## src/rtl/loop_counter_pkg.sv

```systemverilog
// Shared types for the nested loop counter.
package loop_counter_pkg;

    typedef enum logic [0:0] {
        IDLE = 1'b0,
        RUN  = 1'b1
    } lc_state_e;

endpackage : loop_counter_pkg

```

## src/rtl/loop_counter_dim.sv

```systemverilog
// One dimension of the nested loop counter: counter, loadable maximum, carry chain and position flags.
module loop_counter_dim #(
    parameter int unsigned WIDTH = 8
) (
    input  logic             clk,
    input  logic             rst,
    input  logic             clr_cnt,
    input  logic             load_max,
    input  logic [WIDTH-1:0] max_in,
    input  logic             carry_in,
    output logic [WIDTH-1:0] count,
    output logic             carry_out,
    output logic             dim_start,
    output logic             dim_last,
    output logic             dim_end
);

    logic [WIDTH-1:0] max_q;

    // Maximum register: reloaded only when the controller allows it.
    always_ff @(posedge clk or posedge rst) begin
        if (rst) begin
            max_q <= '1;
        end else if (load_max) begin
            max_q <= max_in;
        end
    end

    // Counter: cleared on request, otherwise advances (or wraps at max) when the carry reaches it.
    always_ff @(posedge clk or posedge rst) begin
        if (rst) begin
            count <= '0;
        end else if (clr_cnt) begin
            count <= '0;
        end else if (carry_in) begin
            count <= dim_end ? '0 : count + WIDTH'(1);
        end
    end

    // Position flags and carry to the next slower dimension.
    always_comb begin
        dim_start = (count == '0);
        dim_last  = (count == WIDTH'(max_q - WIDTH'(1)));
        dim_end   = (count == max_q);
        carry_out = carry_in & dim_end;
    end

endmodule : loop_counter_dim

```

## src/rtl/loop_counter.sv

```systemverilog
// Nested odometer-style loop counter with start/done sequencing in one-shot or continuous mode.
module loop_counter
    import loop_counter_pkg::*;
#(
    parameter int unsigned NDIM  = 3,
    parameter int unsigned WIDTH = 8
) (
    input  logic                  clk,
    input  logic                  rst,
    input  logic                  clr,
    input  logic                  load_max,
    input  logic [NDIM*WIDTH-1:0] max_count,
    input  logic                  continuous,
    input  logic                  start,
    input  logic                  step,
    output logic [NDIM*WIDTH-1:0] counter,
    output logic [NDIM-1:0]       dim_start,
    output logic [NDIM-1:0]       dim_last,
    output logic [NDIM-1:0]       dim_end,
    output logic                  all_end,
    output logic                  busy,
    output logic                  done
);

    lc_state_e state_q, state_d;
    logic      cont_q, cont_d;
    logic      done_q, done_d;
    logic      idle;
    logic      clr_cnt;
    logic      load_en;
    logic      final_step;
    logic [NDIM:0] carry;

    // Counter clear/load qualification; load and start only matter while idle, clr always wins.
    always_comb begin
        idle     = (state_q == IDLE);
        clr_cnt  = clr | (idle & (load_max | start));
        load_en  = ~clr & idle & load_max;
        carry[0] = ~clr & ~idle & step;
    end

    genvar k;
    generate
        for (k = 0; k < int'(NDIM); k++) begin : g_dim
            loop_counter_dim #(
                .WIDTH(WIDTH)
            ) u_dim (
                .clk      (clk),
                .rst      (rst),
                .clr_cnt  (clr_cnt),
                .load_max (load_en),
                .max_in   (max_count[k*WIDTH +: WIDTH]),
                .carry_in (carry[k]),
                .count    (counter[k*WIDTH +: WIDTH]),
                .carry_out(carry[k+1]),
                .dim_start(dim_start[k]),
                .dim_last (dim_last[k]),
                .dim_end  (dim_end[k])
            );
        end
    endgenerate

    // The carry leaving the slowest dimension marks the final step of an iteration.
    always_comb begin
        all_end    = &dim_end;
        final_step = carry[NDIM];
    end

    // FSM state, latched mode and done pulse registers.
    always_ff @(posedge clk or posedge rst) begin
        if (rst) begin
            state_q <= IDLE;
            cont_q  <= 1'b0;
            done_q  <= 1'b0;
        end else begin
            state_q <= state_d;
            cont_q  <= cont_d;
            done_q  <= done_d;
        end
    end

    // Next-state logic: start enters RUN, final step ends a one-shot run, clr aborts silently.
    always_comb begin
        state_d = state_q;
        cont_d  = cont_q;
        done_d  = 1'b0;
        case (state_q)
            IDLE: begin
                if (!clr && !load_max && start) begin
                    state_d = RUN;
                    cont_d  = continuous;
                end
            end
            RUN: begin
                if (clr) begin
                    state_d = IDLE;
                end else if (final_step) begin
                    done_d = 1'b1;
                    if (!cont_q) begin
                        state_d = IDLE;
                    end
                end
            end
            default: state_d = IDLE;
        endcase
    end

    // Status outputs straight from the registers.
    always_comb begin
        busy = (state_q == RUN);
        done = done_q;
    end

endmodule : loop_counter

```

## config.mk

```make
export PLATFORM = sky130hd
export DESIGN_NAME = loop_counter
export DESIGN_NICKNAME = d
export VERILOG_FILES = /design/src/rtl/loop_counter_pkg.sv /design/src/rtl/loop_counter_dim.sv /design/src/rtl/loop_counter.sv
export SDC_FILE = /design/constraint.sdc
export NUM_CORES = 1
export LEC_CHECK = 0
export CORE_ASPECT_RATIO = 1.5
export CORE_UTILIZATION = 39
export CTS_CLUSTER_SIZE = 40
export DETAILED_ROUTE_END_ITERATION = 10
export GPL_TIMING_DRIVEN = 0
export PLACE_DENSITY = 0.65
export SYNTH_ARGS = -nofsm -noshare
export SYNTH_HDL_FRONTEND = slang
export SYNTH_SLANG_ARGS = --single-unit
```

## constraint.sdc

```tcl
create_clock -name clk -period 2.4 [get_ports clk]
set_input_delay 0.48 -clock clk [delete_from_list [all_inputs] [get_ports clk]]
set_output_delay 0.48 -clock clk [all_outputs]
set_load 0.01 [all_outputs]
```

==> metrics <==
fraction of layout cells with a size suffix above 1 0.405; # rows 41; Die Ht 117 um; Max Slew Vio Count 0; largest net degree at the start of global routing 31; DRT Wirelength 10700 um; post-route setup slack -274 ps; PwrDens 515 nW/um^2; Setup violations, final 4; CP max FO 5; CTS H-Tree Depth 2; starting density of the core 0.406; detailed-route via count 3382; vias per inst between 5 and 6; Power Total 2.70 mW; DRC 0; total CTS buffers 5; FILL cells 717; Synth cell types 55; max cap viols 0; register area 1320 sq um; largest area contributor in the netlist dfrtp_1; Initial DRC Count 214; first-pass GRT wire length 16800 um; ys flop type dfrtp_1; mean area per synthesized cell 9.34 sq um; Clk Latency, worst-skew pair 300 ps; CTS tree yes; Chip Width 78.9 um; GP Congestion between 0.8 and 0.9; Setup CP Type reg2out; Core Footprint 8520 sq um; Syn Inst Count between 300 and 400; top-area cell type share of the netlist area 0.196; Post-Route Skew 6.52 ps; Leak 2.12 nW; total global routing overflow 0; Area Growth Syn to Fin 51.6%; syn nets between 400 and 500; WHS 515 ps; register area share after synthesis 0.378; top cells by count, synth xor2_1, a21oi_1, dfrtp_1; Req. time, crit path 1920 ps; Syn. warnings 0; min Tclk post-route approximately 2700 ps; post-synthesis sequential element count 51; Max IR drop VDD 442 uV; Worst EP arrival 2190 ps; io pins 67; clock sink total 51; status finished, violations left; RSZ-0062 raised after global routing true; clock tree buffer depth 2; Routed wire per std cell 17.7 um; Mapped Area about 3500 sq um; final core utilization 0.615; Routed Antenna Nets 0; HPWL Detailed 6640 um; buffers added on ports 66; vias in the first global route 3569; top post-synthesis cells by area dfrtp_1, dfstp_2, xor2_1; most common cell in the netlist xor2_1; failing checks negative setup slack; root buf cell clkbuf_16; # hold bufs at CTS 0; Die Footprint just over 9000 sq um; Worst-path clk slew approximately 70 ps; Worst-Margin Slew 804 ps; relative slew slack 0.464; final number of hold-violating endpoints 0; Peak Freq 374 MHz; asr flop ratio synth 1.00; Layout Nets 538; final period utilization 1.11; post-place setup slack -634 ps; DR pass1 iterations 4; initial antenna violation count 0; fin cells 606; diode count 0; multi-input logic area 2290 sq um; critical path endpoint category primary output; EDFF count, synth 0; crit start category flip-flop; worst hold path type in2async; total track usage 0.238; Cell Count Post-Placement 544
==> cell usage in the layout, fill, tap and decap left out, types with 4 or more instances in the layout <==
| cell type | n |
|---|---|
| a21oi_1 | 26 |
| a31oi_1 | 4 |
| and3_1 | 10 |
| buf_2 | 9 |
| buf_4 | 59 |
| buf_6 | 13 |
| clkbuf_1 | 9 |
| clkbuf_16 | 5 |
| clkdlybuf4s50_1 | 56 |
| dfrtp_1 | 16 |
| dfrtp_2 | 11 |
| dfstp_2 | 24 |
| ha_1 | 5 |
| inv_1 | 12 |
| inv_2 | 5 |
| mux2_2 | 20 |
| nand2_1 | 23 |
| nand3_1 | 10 |
| nand4_1 | 6 |
| nand4b_1 | 6 |
| nor2_1 | 24 |
| nor2b_1 | 7 |
| nor3_1 | 6 |
| nor4_4 | 5 |
| o21ai_0 | 15 |
| o31ai_1 | 4 |
| xnor2_1 | 7 |
| xor2_1 | 23 |
| xor2_2 | 7 |
==> per-stage QoR <==
stage	setup TNS [ps]	cell area (sq um)
floorplan	0	3460
CTS	-507	4940
detailed placement	-5790	4270
finish	-505	5240
global placement	-14420	4250
global route	-867	5240
==> logic make-up (layout without fill, tap and decap cells) <==
kind of cell | after synthesis | after routing | share of synthesized area
AND/OR/NAND/NOR | 129 | 129 | 0.218
AO/OA/AOI/OAI | 73 | 73 | 0.131
flip-flops | 51 | 51 | 0.378
buffers and inverters | 45 | 174 | 0.0630
XOR/XNOR | 42 | 42 | 0.109
multiplexers | 21 | 21 | 0.0681
adder cells (fa/ha/maj) | 9 | 9 | 0.0326
==> worst max-delay path, stage by stage (launching register included) <==
cell and delay [ps]:
dfstp_2 580, inv_1 90, ha_4 190, nor2_1 200
nor3_2 90, a211oi_2 260, a41oi_2 90, a2111oi_4 230
buf_2 180
==> per-layer routing <==
| layer | track usage | part of all wire |
|---|---|---|
| met5 | 0 | 0 |
| met4 | 0.136 | 0.059 |
| met3 | 0.0388 | 0.037 |
| met2 | 0.449 | 0.55 |
| met1 | 0.247 | 0.36 |
==> registers in the layout, summed over array words and instances (netlist names) <==
register,flops
g_dim.u_dim.max_q,24
g_dim.u_dim.count,24
cont_q,1
done,1
busy,1
==> worst paths after layout <==
kind	from	endpoint	slack, ps	cells past startpoint
worst max-delay path	g_dim[2].u_dim.max_q[1]	dim_last[2]	-270	8
worst min-delay path	rst	g_dim[1].u_dim.count[7]	520	2
worst max register to register	g_dim[0].u_dim.max_q[2]	g_dim[1].u_dim.count[3]	170	7
worst min register to register	cont_q	cont_q	520	1
max in group asynchronous	rst	g_dim[1].u_dim.max_q[0]	1260	3
min in group clk	cont_q	cont_q	520	1
==> area by class of cell <==
class                   instances  area share
plain buffers                  16      0.0177
clock buffers                   8      0.0299
inverters                      19      0.0146
multi-input cells             274       0.437
flip-flops and latches         51       0.252
well taps                     107      0.0256
repair buffers                131       0.224
==> where the power goes <==
group | total, mW | switching [mW] | internal [mW] | leakage (nW)
logic | 0.841 | 0.410 | 0.431 | 1.44
clock network | 0.759 | 0.314 | 0.445 | 0.0772
registers | 1.10 | 0.105 | 0.993 | 0.608
total | 2.70 | 0.830 | 1.87 | 2.12
==> timing repair <==
item,CTS,global route
buffers inserted,43,21
pin swaps,26,17
cloned,0,0
endpoints found under the hold margin,0,0
endpoints found under the setup margin,10,8
gates resized for setup,100,34
Note: power is estimated with default switching activity, not from simulation.
==> edit, RTL diff (config.mk and constraints unchanged) <==
Reset style: synchronous (`rst`), changed in 3 clocked blocks.
--- a/src/rtl/loop_counter_dim.sv
+++ b/src/rtl/loop_counter_dim.sv
@@ -18,7 +18,7 @@
     logic [WIDTH-1:0] max_q;
 
     // Maximum register: reloaded only when the controller allows it.
-    always_ff @(posedge clk or posedge rst) begin
+    always_ff @(posedge clk) begin
         if (rst) begin
             max_q <= '1;
         end else if (load_max) begin
@@ -27,7 +27,7 @@
     end
 
     // Counter: cleared on request, otherwise advances (or wraps at max) when the carry reaches it.
-    always_ff @(posedge clk or posedge rst) begin
+    always_ff @(posedge clk) begin
         if (rst) begin
             count <= '0;
         end else if (clr_cnt) begin
--- a/src/rtl/loop_counter.sv
+++ b/src/rtl/loop_counter.sv
@@ -67,7 +67,7 @@
     end
 
     // FSM state, latched mode and done pulse registers.
-    always_ff @(posedge clk or posedge rst) begin
+    always_ff @(posedge clk) begin
         if (rst) begin
             state_q <= IDLE;
             cont_q  <= 1'b0;
Formal check against the unedited RTL: differs if rst is asserted again (counterexample within 4 cycles, from zero or initial values and one cycle with rst high); with rst held inactive, the same outputs for 4 cycles.
==> edit against the unedited design <==
The flow still finishes with violations (negative setup slack). Design area fell by 13%. Wire length fell by 12%. Worst setup slack got worse by 0.17 ns. Sequential cell count did not move. Worst hold slack got worse by 0.049 ns. Synthesized area fell by 7.3%. Via count fell by 4.8%. Largest cell class unchanged.
Power is not compared: it rests on default switching activity, and its combinational part moved more than twofold at a synthesized area within 25%.
==> edit: results (changes against the unedited design) <==
metric,value,unit,change
cp_slowest_cell,or4_4,,
synth.top_cells.by_count,"dfxtp_1, xor2_1, a21oi_1",,
ys_types,53,,-3.6%
setup_slack,-0.441,ns,-0.167 ns
fin_setup_tns,-0.626,ns,-0.121 ns
synth_area_leaders,"dfxtp_1, xor2_1, a211o_1, a21oi_1, nor2b_1",,
reg2reg_to,g_dim[0].u_dim.count[4]$_SDFFE_PP0N_,,
ys_seq_area_frac,0.319,,-0.0592
clock_skew,0.00451,ns,-0.00201 ns
slew_headroom,0.490,,+0.0256
reg2reg_slack,0.26,ns,+0.09 ns
first_global_vias,3160,,-11%
dp_hpwl,6540,um,-1.5%
place_congestion,0.874,,+0.14%
setup_viol,2,,-2
drt_iter0_drc,155,,-28%
place_ws,-0.847,ns,-0.212 ns
grt_max_degree,15,,-52%
critPathMaxFanout,2,,-3
min_path_type,reg -> reg,,
crit_start,g_dim[1].u_dim.max_q[3]$_SDFFE_PP1P_,,
r2r_start,g_dim[0].u_dim.max_q[4]$_SDFFE_PP1P_,,
grt_use_total,0.220,,-0.0170
cts-root-buf,clkbuf_16,,
slowest_delay,0.54,ns,-0.04 ns
violations,negative setup slack,,
route.detailed.wl_per_inst,16.2,um,-8.7%
cp_top_family,simple AND/OR/NAND/NOR gates,,
grt_pass1_wl,15100,um,-10%
cp_data_arrival_time,2.36,ns,+0.17 ns
fillers,754,,+5.2%
synthesis.nets,430,,+4.9%
final_nets,517,,-3.9%
outcome,"complete, but fails checks",,
vias_per_cell,5.52,,-1.1%
==> edit: cell types whose count changed after synthesis, sizes merged, moves of 4 or more <==
cell / before / now
a211o: 2 / 25
and3: 11 / 5
buf: 15 / 19
dfrtp: 27 / 0
dfstp: 24 / 0
dfxtp: 0 / 51
mux2: 20 / 1
nand2: 27 / 21
nand3: 11 / 18
nor2b: 7 / 23
o21ai: 16 / 12
==> edit: report_power, final <==
part	switching, mW	internal (mW)
Combinational	0.118	0.126
Clock	0.300	0.386
Sequential	0.0435	0.870
Total	0.461	1.38
==> edit: cell families after synthesis <==
| logic type | synth area share |
|---|---|
| AND/OR/NAND/NOR | 0.258 |
| AO/OA/AOI/OAI | 0.193 |
| flip-flops | 0.319 |
| buffers and inverters | 0.0734 |
| XOR/XNOR | 0.115 |
| adder cells (fa/ha/maj) | 0.0352 |
| multiplexers | 0.00664 |
==> edit: area by class of cell <==
type	count	area share
multi-input combinational	290	0.483
sequential	51	0.238
timing repair buffer	88	0.174
buffer	24	0.0313
clock buffer	7	0.0291
tap	105	0.0289
inverter	17	0.0151
clock inverter	1	0.00110
==> edit: how the worst max path moves through the flow <==
| stage | depth (start not counted) | slack [ns] | endpoint |
|---|---|---|---|
| after floorplan | 6 | -0.06 | dim_last[1] |
| after global placement | 6 | -0.84 | all_end |
| after detailed placement | 6 | -0.85 | all_end |
| after CTS | 6 | -0.44 | dim_last[1] |
| after global routing | 6 | -0.57 | dim_last[1] |
| final | 6 | -0.44 | dim_last[1] |
==> edit: stage by stage <==
step,hold slack (ns),power (mW),cells,area [um2]
after floorplan,0.436,1.05,390,3210
after global placement,0.450,1.14,560,3990
after detailed placement,0.460,1.15,560,3990
after CTS,0.470,1.85,578,4410
after global routing,0.502,1.92,583,4550
final,0.467,1.84,583,4550
==> edit: routing by layer <==
| metal | global-route usage | wire length, um |
|---|---|---|
| met1 | 0.239 | 3740 |
| met2 | 0.428 | 5110 |
| met3 | 0.0282 | 326 |
| met4 | 0.0885 | 252 |
| met5 | 0 | 0 |
==> edit: worst register-to-register path: cells and delay by family (launching register included) <==
family	cells	cell delay, ns
XOR/XNOR	1	0.32
buffers and inverters	3	0.75
flip-flops	1	0.45
AND/OR/NAND/NOR	4	0.54
==> edit: repair_timing <==
action                                  4_1_cts  5_1_grt
setup buffers                                17        6
endpoints found under the setup margin       11       19
pin swaps                                    16        9
gates resized for setup                      82       37
